## src/rtl/store_write_buffer_pkg.sv

```systemverilog
// Shared cache-system types for the store write buffer: bus widths,
// default entry count and the entry record.
package CacheSystemTypes;

  localparam int PHY_ADDR_WIDTH       = 32;
  localparam int DCACHE_LINE_WIDTH    = 128;
  localparam int DCACHE_LINE_BYTE_NUM = DCACHE_LINE_WIDTH / 8;

  // Default number of buffered line-write entries (power of two, >= 2).
  localparam int STORE_WRITE_BUFFER_ENTRY_NUM = 4;

  typedef logic [PHY_ADDR_WIDTH-1:0]       PhyAddrPath;
  typedef logic [DCACHE_LINE_WIDTH-1:0]    DCacheLinePath;
  typedef logic [DCACHE_LINE_BYTE_NUM-1:0] DCacheByteEnablePath;

  typedef logic [$clog2(STORE_WRITE_BUFFER_ENTRY_NUM)-1:0] StoreWriteBufferIndexPath;
  typedef logic [$clog2(STORE_WRITE_BUFFER_ENTRY_NUM):0]   StoreWriteBufferCountPath;

  typedef struct packed {
    logic                valid;
    logic                lock;
    logic                uncachable;
    PhyAddrPath          addr;
    DCacheLinePath       data;
    DCacheByteEnablePath byteWE;
  } StoreWriteBufferEntry;

endpackage

```

## src/rtl/store_write_buffer_if.sv

```systemverilog
// Store-committer and DCache-side signals of the store write buffer.
// master: committer/DCache side, slave: the buffer itself.
interface store_write_buffer_if
  import CacheSystemTypes::*;
#(
  parameter int ENTRY_NUM = STORE_WRITE_BUFFER_ENTRY_NUM
);

  logic                       inReq;
  PhyAddrPath                 inAddr;
  DCacheLinePath              inData;
  DCacheByteEnablePath        inByteWE;
  logic                       inUncachable;
  logic                       inAck;

  logic                       dcWriteReq;
  PhyAddrPath                 dcWriteAddr;
  DCacheLinePath              dcWriteData;
  DCacheByteEnablePath        dcWriteByteWE;
  logic                       dcWriteUncachable;
  logic                       dcWriteReqAck;

  logic                       bufferEmpty;
  logic [$clog2(ENTRY_NUM):0] bufferCount;

  modport master (
    output inReq, inAddr, inData, inByteWE, inUncachable, dcWriteReqAck,
    input  inAck, dcWriteReq, dcWriteAddr, dcWriteData, dcWriteByteWE,
           dcWriteUncachable, bufferEmpty, bufferCount
  );

  modport slave (
    input  inReq, inAddr, inData, inByteWE, inUncachable, dcWriteReqAck,
    output inAck, dcWriteReq, dcWriteAddr, dcWriteData, dcWriteByteWE,
           dcWriteUncachable, bufferEmpty, bufferCount
  );

endinterface

```

## src/rtl/store_write_buffer_merger.sv

```systemverilog
// Byte-merge datapath: new bytes overwrite old bytes where enabled,
// byte enables accumulate. Purely combinational.
module store_write_buffer_merger
  import CacheSystemTypes::*;
(
  input  DCacheLinePath       i_old_data,
  input  DCacheByteEnablePath i_old_we,
  input  DCacheLinePath       i_new_data,
  input  DCacheByteEnablePath i_new_we,
  output DCacheLinePath       o_merged_data,
  output DCacheByteEnablePath o_merged_we
);

  // Select each byte from the new line when its enable is set.
  always_comb begin
    // NOTE: combinational blocks use blocking '=', and every output gets a
    // default first so no path leaves it unassigned (which would infer a latch).
    o_merged_data = i_old_data;
    o_merged_we   = i_old_we | i_new_we;
    for (int b = 0; b < DCACHE_LINE_BYTE_NUM; b++) begin
      if (i_new_we[b]) o_merged_data[b*8 +: 8] = i_new_data[b*8 +: 8];
    end
  end

endmodule

```

## src/rtl/store_write_buffer.sv

```systemverilog
// Store write buffer: circular FIFO of retired line writes. Cachable writes
// merge into a pending unlocked entry of the same line; everything drains
// to the DCache from the head in program order.
module store_write_buffer
  import CacheSystemTypes::*;
#(
  parameter int ENTRY_NUM = STORE_WRITE_BUFFER_ENTRY_NUM
) (
  input  logic                clk,
  input  logic                rst,
  store_write_buffer_if.slave bus
);

  localparam int IDX_W = $clog2(ENTRY_NUM);
  localparam int CNT_W = IDX_W + 1;

  StoreWriteBufferEntry r_entry [ENTRY_NUM];
  logic [IDX_W-1:0]     r_head;
  logic [IDX_W-1:0]     r_tail;
  logic [CNT_W-1:0]     r_count;

  logic                 w_not_empty;
  logic                 w_full;
  logic                 w_pop;
  logic                 w_merge;
  logic                 w_alloc;
  logic [ENTRY_NUM-1:0] w_match;
  logic [IDX_W-1:0]     w_merge_idx;
  DCacheLinePath        w_merged_data;
  DCacheByteEnablePath  w_merged_we;

  assign w_not_empty = (r_count != '0);
  assign w_full      = (r_count == CNT_W'(ENTRY_NUM));
  assign w_pop       = w_not_empty & bus.dcWriteReqAck;

  // Per-entry line comparators. A head that pops this cycle is excluded so
  // merged bytes can never be lost with the outgoing request.
  always_comb begin
    for (int i = 0; i < ENTRY_NUM; i++) begin
      w_match[i] = r_entry[i].valid && !r_entry[i].lock && !r_entry[i].uncachable
                   && (r_entry[i].addr == bus.inAddr)
                   && !(w_pop && (IDX_W'(i) == r_head));
    end
  end

  // Encode the single matching entry (at most one unlocked entry per line).
  always_comb begin
    w_merge_idx = '0;
    for (int i = 0; i < ENTRY_NUM; i++) begin
      if (w_match[i]) w_merge_idx = IDX_W'(i);
    end
  end

  assign w_merge   = bus.inReq && !bus.inUncachable && (|w_match);
  assign w_alloc   = bus.inReq && !w_merge && !w_full;
  assign bus.inAck = rst && bus.inReq && (w_merge || !w_full);

  store_write_buffer_merger u_merger (
    .i_old_data    (r_entry[w_merge_idx].data),
    .i_old_we      (r_entry[w_merge_idx].byteWE),
    .i_new_data    (bus.inData),
    .i_new_we      (bus.inByteWE),
    .o_merged_data (w_merged_data),
    .o_merged_we   (w_merged_we)
  );

  // Pointer, count and entry update: lock the presented head, merge, allocate, pop.
  always_ff @(posedge clk or negedge rst) begin
    // NOTE: sequential state uses non-blocking '<=' so every register samples
    // pre-edge values; only control bits are reset, the line payload is not,
    // since valid gates every use of it.
    if (!rst) begin
      r_head  <= '0;
      r_tail  <= '0;
      r_count <= '0;
      for (int i = 0; i < ENTRY_NUM; i++) begin
        r_entry[i].valid <= 1'b0;
        r_entry[i].lock  <= 1'b0;
      end
    end else begin
      if (w_not_empty) r_entry[r_head].lock <= 1'b1;

      if (w_merge) begin
        r_entry[w_merge_idx].data   <= w_merged_data;
        r_entry[w_merge_idx].byteWE <= w_merged_we;
      end

      if (w_alloc) begin
        r_entry[r_tail] <= '{valid:      1'b1,
                             lock:       1'b0,
                             uncachable: bus.inUncachable,
                             addr:       bus.inAddr,
                             data:       bus.inData,
                             byteWE:     bus.inByteWE};
        r_tail <= r_tail + IDX_W'(1);
      end

      if (w_pop) begin
        r_entry[r_head].valid <= 1'b0;
        r_entry[r_head].lock  <= 1'b0;
        r_head <= r_head + IDX_W'(1);
      end

      case ({w_alloc, w_pop})
        2'b10:   r_count <= r_count + CNT_W'(1);
        2'b01:   r_count <= r_count - CNT_W'(1);
        default: r_count <= r_count;
      endcase
    end
  end

  assign bus.dcWriteReq        = w_not_empty;
  assign bus.dcWriteAddr       = r_entry[r_head].addr;
  assign bus.dcWriteData       = r_entry[r_head].data;
  assign bus.dcWriteByteWE     = r_entry[r_head].byteWE;
  assign bus.dcWriteUncachable = r_entry[r_head].uncachable;
  assign bus.bufferEmpty       = !w_not_empty;
  assign bus.bufferCount       = r_count;

endmodule

```

## src/flat_wrapper.sv

```systemverilog
// flat-port wrapper written by rule: the top's interface ports become plain ports
module store_write_buffer_flat import CacheSystemTypes::*;
#(
  parameter int ENTRY_NUM = STORE_WRITE_BUFFER_ENTRY_NUM
)
  (clk, rst, bus_inReq, bus_inAddr, bus_inData, bus_inByteWE, bus_inUncachable, bus_dcWriteReqAck, bus_inAck, bus_dcWriteReq, bus_dcWriteAddr, bus_dcWriteData, bus_dcWriteByteWE, bus_dcWriteUncachable, bus_bufferEmpty, bus_bufferCount);
  store_write_buffer_if #(.ENTRY_NUM(ENTRY_NUM)) bus_i ();
  input  logic clk;
  input  logic rst;
  input wire logic [$bits(bus_i.inReq)-1:0] bus_inReq;
  input wire logic [$bits(bus_i.inAddr)-1:0] bus_inAddr;
  input wire logic [$bits(bus_i.inData)-1:0] bus_inData;
  input wire logic [$bits(bus_i.inByteWE)-1:0] bus_inByteWE;
  input wire logic [$bits(bus_i.inUncachable)-1:0] bus_inUncachable;
  input wire logic [$bits(bus_i.dcWriteReqAck)-1:0] bus_dcWriteReqAck;
  output wire logic [$bits(bus_i.inAck)-1:0] bus_inAck;
  output wire logic [$bits(bus_i.dcWriteReq)-1:0] bus_dcWriteReq;
  output wire logic [$bits(bus_i.dcWriteAddr)-1:0] bus_dcWriteAddr;
  output wire logic [$bits(bus_i.dcWriteData)-1:0] bus_dcWriteData;
  output wire logic [$bits(bus_i.dcWriteByteWE)-1:0] bus_dcWriteByteWE;
  output wire logic [$bits(bus_i.dcWriteUncachable)-1:0] bus_dcWriteUncachable;
  output wire logic [$bits(bus_i.bufferEmpty)-1:0] bus_bufferEmpty;
  output wire logic [$bits(bus_i.bufferCount)-1:0] bus_bufferCount;
  assign bus_i.inReq = bus_inReq;
  assign bus_i.inAddr = bus_inAddr;
  assign bus_i.inData = bus_inData;
  assign bus_i.inByteWE = bus_inByteWE;
  assign bus_i.inUncachable = bus_inUncachable;
  assign bus_i.dcWriteReqAck = bus_dcWriteReqAck;
  assign bus_inAck = bus_i.inAck;
  assign bus_dcWriteReq = bus_i.dcWriteReq;
  assign bus_dcWriteAddr = bus_i.dcWriteAddr;
  assign bus_dcWriteData = bus_i.dcWriteData;
  assign bus_dcWriteByteWE = bus_i.dcWriteByteWE;
  assign bus_dcWriteUncachable = bus_i.dcWriteUncachable;
  assign bus_bufferEmpty = bus_i.bufferEmpty;
  assign bus_bufferCount = bus_i.bufferCount;
  store_write_buffer #(.ENTRY_NUM(ENTRY_NUM)) u_core (.clk(clk), .rst(rst), .bus(bus_i));
endmodule
```

## config.mk

```make
export PLATFORM = sky130hd
export DESIGN_NAME = store_write_buffer_flat
export DESIGN_NICKNAME = d
export VERILOG_FILES = /design/src/rtl/store_write_buffer_pkg.sv /design/src/rtl/store_write_buffer_if.sv /design/src/rtl/store_write_buffer_merger.sv /design/src/rtl/store_write_buffer.sv /design/src/flat_wrapper.sv
export SDC_FILE = /design/constraint.sdc
export NUM_CORES = 2
export LEC_CHECK = 0
export BUFFER_PORTS_ARGS = -buffer_cell sky130_fd_sc_hd__buf_4
export CAP_MARGIN = 25
export CORE_MARGIN = 2
export CORE_UTILIZATION = 30
export CTS_CLUSTER_DIAMETER = 150
export DETAILED_ROUTE_END_ITERATION = 8
export PLACE_DENSITY = 0.49
export SLEW_MARGIN = 20
export SYNTH_ARGS = -nofsm -noshare
export SYNTH_HDL_FRONTEND = slang
export SYNTH_SLANG_ARGS = --single-unit
```

## constraint.sdc

```tcl
create_clock -name clk -period 4.56 [get_ports clk]
set_input_delay 0.912 -clock clk [delete_from_list [all_inputs] [get_ports clk]]
set_output_delay 0.912 -clock clk [all_outputs]
set_load 0.02 [all_outputs]
```

# Word level (Yosys, flattened, before mapping)
# Index checks and enable logic that the tools add are counted.
# word_totals
regBits	723
latchBits	0
mem_bits_rw	0
mem_bits_ro	0
inputBits	181
wordCells	148
n_memories	0
# classes
n_addsub	4
n_mul	0
div_mod_pow	0
order_cmp	6
n_eq_ne	10
shifts	0
mux	46
bitwise_logic	5
n_reduce_logical	50
# ops
cell	n
$bwmux 716	6
$mux 716	4
$demux 179 s2	5
$bmux 179 s2	2
$mux 144	3
$mux 179	2
$mux 177	2
$mux 178	1
$eq 32x32->1	4
$mux 8	16
$logic_and 1x1->1	29
$logic_not 1->1	16
$mux 16	1
$or 16x16->16	1
$ge 3x3->1 const B	3
$lt 3x1->1 const B	3
$not 2->3	3
$pmux 3 s2	1
$add 2x1->2 const B	2
$eq 2x2->1 const A	2
$mux 2	2
$reduce_or 4->1	1
$add 3x1->3 const B	1
$eq 3x3->1 const B	1
10 further kinds	10

# Logic depth before layout (Yosys ltp)
# logic_depth
depth_word	21
mapped_depth	19

# Modules after synthesis
# Synthesis repeated with hierarchy kept, for this count alone.
# hier_totals
cells_unflattened	3264
area_unflattened_um2	46930.0
# modules_own_cells
mod	n_inst	cells_each	area_each_um2
store_write_buffer	1	3104	45208.4
store_write_buffer_merger	1	160	1721.7

# Least setup slack after synthesis
# OpenSTA, ideal clock, no wires.
# synth_timing
kind	flip-flop to flip-flop
startpoint	register u_core.r_head[0]
endpoint	register u_core.r_count[2] (netlist: u_core.bus.bufferCount[2])
setup_ps	79
t_arrival_ps	4578
required_time_ps	4481
path_slack_ps	-97
path_stages_with_launch	20
synth_period_minus_slack_ps	4657
cell_sequence	dfrtp_1 clkbuf_1 buf_1 buf_1 inv_1 ha_1 o311a_1 nor4_1 nand3_1 or3_1 a41o_1 buf_6 and2_0 inv_1 ha_1 inv_1 fa_1 xor2_1 nor2_1 xor2_1
# synth_between
elab_chain_len	11
# synth_lines
element	line_no	text
start, declared	store_write_buffer.sv:18	logic [IDX_W-1:0] r_head;
start signal, assigned	store_write_buffer.sv:101	r_head <= r_head + IDX_W'(1);
$eq 1x2->1 (tied with other cells)	store_write_buffer.sv:42	&& !(w_pop && (IDX_W'(i) == r_head));
$logic_and 1x1->1	store_write_buffer.sv:42	
$logic_not 1->1	store_write_buffer.sv:42	
$logic_and 1x1->1	store_write_buffer.sv:42	
$reduce_or 4->1 (*)	store_write_buffer.sv:54	assign w_merge = bus.inReq && !bus.inUncachable && (|w_match);
$logic_and 1x1->1 (*)	store_write_buffer.sv:54	
$logic_not 1->1 (*)	store_write_buffer.sv:55	assign w_alloc = bus.inReq && !w_merge && !w_full;
$logic_and 1x1->1 (*) (2 in series)	store_write_buffer.sv:55	
$eq 2x1->1 / $eq 2x2->1 (equally long branches)	store_write_buffer.sv:104	case ({w_alloc, w_pop})
$pmux 3 s2 / $reduce_bool 2->1 (equally long branches)	n/a	
end signal, assigned	store_write_buffer.sv:105	2'b10: r_count <= r_count + CNT_W'(1);
end signal, assigned	store_write_buffer.sv:106	2'b01: r_count <= r_count - CNT_W'(1);
end signal, assigned	store_write_buffer.sv:107	default: r_count <= r_count;
end, declared	store_write_buffer.sv:20	logic [CNT_W-1:0] r_count;
# Mark *: on every way between the ends. The rest lies on a longest branch, timed or not.
# A chain may end at the register's enable or synchronous reset.

# Final worst setup path
# layout_timing
startpoint	register u_core.r_head[1]
endpoint	output port bus_dcWriteByteWE[6]
# layout_between
elab_chain_len	4
# layout_lines
element	line_no	text
$not 2->3 (not written as such)	store_write_buffer.sv:115	assign bus.dcWriteByteWE = r_entry[r_head].byteWE;
$bmux 179 s2	store_write_buffer.sv:115	
$mux 177 (2 in series)	n/a	
end, declared	flat_wrapper.sv:20	output wire logic [$bits(bus_i.dcWriteByteWE)-1:0] bus_dcWriteByteWE;
# No other way between the ends. The select of a mux whose other input is x is not followed.

==> impl_results.md <==
* CP delay by family, top: buffers and inverters
* Dpl cell area at 0.0503 mm²
* Worst slack, placed at 200 ps
* Post-route cell area at 0.0532 mm²
* Clock-pin slew on the worst setup and hold paths at 60 ps
* Clk buf depth at 3
* Setup TNS at 0 ps
* Post_cts resized at 0
* Startpoint types: flop
* Tmin final at 4400 ps
* Max FO, Critical Path at 53
* Drt wl/cell at 26.9 µm
* Worst Hold Class: input pin to async pin
* Final setup vio count at 0
* Worst setup path start: u_core.r_head[1]
* CP max stage cell: buf_4
* Vias in the first global route at 35,563
* Total grt overflow at 0
* Worst path cell trace: buf_4, buf_4, mux4_2, buf_4
* Worst VDD drop at 0.633 mV
* MaxCap Viol Count at 0
* Via count at 36,725
* CTS Sinks at 723
* Asr flop ratio synth at 0.0207
* Post-CTS setup buffers at 0
* Final wirelength at 173,000 µm
* Final Hold Vio Count at 0
* Total die area at 0.151 mm²
* Post-Synthesis Cells at 4,173
* Skew final at 43.8 ps
* Final WS setup at 158 ps
* Crit-path most repeated cell: buf_4
* TritonCTS clock tree: done
* Area share of the largest cell type after synthesis at 0.478
* Max Clk Rate at 227 MHz
* CORE AREA at 0.147 mm²
* Most common library cells after synthesis: 708 x edfxtp_1, 554 x nand2_1, 402 x nor2_1, 390 x nor3_1, 270 x clkbuf_1
* Area grow syn2layout at 19.6%
* Die X-Extent at 389 µm
* Yosys cell types at 55
* Static leakage at 19.4 nW
* Ratio of cells with drive above 1 in the final layout at 0.221
* Root Buffer: clkbuf_16
* First-pass GRT wire length at 251,000 µm
* Critical register-to-register path startpoint: u_core.r_head[0]
* Fill cells at 14,565
* Htree depth at 3
* GRT Overall Usage at 0.221
* Vias/cell at 5.71
* Worst path required time at 3650 ps
* Worst EP arrival at 3490 ps
* Primary FF master, synth: edfxtp_1
* Post-Syn Area per Cell at 10.7 µm²
* Die Span Y at 389 µm
* Slew headroom at 0.280
* Hpwl dp at 102,000 µm
* Post-Synthesis Net Count at 4,364
* Num CTS Buffers at 92
* RSZ-0062 raised after global routing: no
* Residual DRC at 0
* Site Rows at 141
* Netlist Area Pre-Place at 0.0445 mm²
* Initial antenna violation count at 13
* PortBufs at 363
* Nets at 4,610
* Largest net degree at the start of global routing at 140
* Gpl congestion at 0.795
* Initial Util at 0.302
* Syn. warnings at 0
* EDFF count, synth at 708
* CP Buf/Inv Count at 3
* Worst-Skew Late Latency at 730 ps
* FF+latch count, synth at 723
* IO Count at 364
* Area leader, netlist: edfxtp_1
* Starting DRT DRC Count at 3,770
* Outcome: finished clean
* Final Max Tran Viols at 0
* Initial DRT Pass Iterations at 6
* Synth top area cells: edfxtp_1 48%, mux4_2 9.0%, nand2_1 4.7%
* Slew @ Worst Pin at 1080 ps
* Remaining antenna violation count at 0
* Endpoint class of the critical path: primary output
* Fin crit share at 0.965
* Power per cell area at 568 mW/mm²
* Slowest stage delay, CP at 940 ps
* Most common cell in the netlist: edfxtp_1
* CP Class: flop to primary output
* Sequential element share of the synthesized area at 0.486
* Hold buffer count at CTS at 0
## through the flow
stage                     utilization  hold WS (ps)  instances  power, mW
after floorplan                     -           464       4173       17.9
after global placement          0.341           473       6254       23.0
after detailed placement        0.341           479       6254       23.1
after CTS                       0.361          73.0       6423       30.5
after global routing            0.361           115       6430       31.6
final                           0.361           147       6431       30.2
## cells by family (layout without fill, tap and decap cells)
logic type / count (synthesis) / in the layout / synth area share
AND/OR/NAND/NOR: 1467 / 1467 / 0.141
AO/OA/AOI/OAI: 901 / 901 / 0.147
flip-flops: 723 / 723 / 0.486
buffers and inverters: 499 / 820 / 0.0442
multiplexers: 440 / 440 / 0.152
XOR/XNOR: 133 / 133 / 0.0262
adder cells (fa/ha/maj): 10 / 10 / 0.00298
other: 0 / 7 / 0
## report_power, final
part / switching (mW) / internal (mW)
sequential: 1.05 / 9.33
combinational: 7.08 / 5.45
clock: 3.23 / 4.10
## worst reg2reg max path, stage by stage (launching register included)
cell	delay (ps)
dfrtp_4	470
inv_1	100
ha_1	230
o311a_1	230
nor4_1	310
nand3_1	200
or3_1	500
nor4_4	860
buf_12	430
nor2_1	120
o31ai_1	250
## final cells by class
type                            count  area, µm²  share of cell area
Inverter                          138        518             0.00973
Clock inverter                     56        548              0.0103
Antenna cell                        7       17.5            0.000329
Multi-Input combinational cell   2951      21000               0.395
Timing Repair Buffer              513       4680              0.0880
Sequential cell                   723      21600               0.407
Tap cell                         1930       2410              0.0454
Clock buffer                      113       2390              0.0449
## layer usage
layer	share of wire	GRT usage	vias to the layer above
met4	0.025	0.0647	12
met1	0.42	0.303	18208
met3	0.082	0.0408	292
met2	0.47	0.356	1792
li1	-	-	16421
met5	0.00041	0	-
## cell usage in the layout, fill, tap and decap left out, types with 10 or more instances in the layout
master     count
edfxtp_1     708
nand2_1      552
buf_4        446
nor2_1       400
nor3_1       389
o31ai_1      256
mux4_2       177
inv_1        138
mux2i_1      135
o21ai_0      130
a211oi_1     129
a31oi_1      128
o2bb2ai_1    128
mux2_2       128
xor2_1       104
clkbuf_16     92
buf_12        66
a22o_1        48
nand3_1       37
xnor2_1       29
nor4_1        25
a21oi_1       20
clkinv_2      20
clkbuf_1      20
nand2b_1      17
clkinv_1      17
dfrtp_1       13
nand4_1       11
a21o_1        11
o211ai_1      10
o22a_1        10
## final timing paths
kind / to / slack (ps) / cells after the start
worst max-delay path: bus_dcWriteByteWE[6] / 160 / 4
worst min-delay path: u_core.r_tail[1] / 150 / 1
worst max register to register: u_core.r_entry[611] / 680 / 10
worst min register to register: u_core.r_entry[536] / 490 / 1
max in group asynchronous: u_core.r_head[1] / 3640 / 2
min in group clk: flop / 390 / 1
No activity file was read; power rests on OpenSTA's default activity.
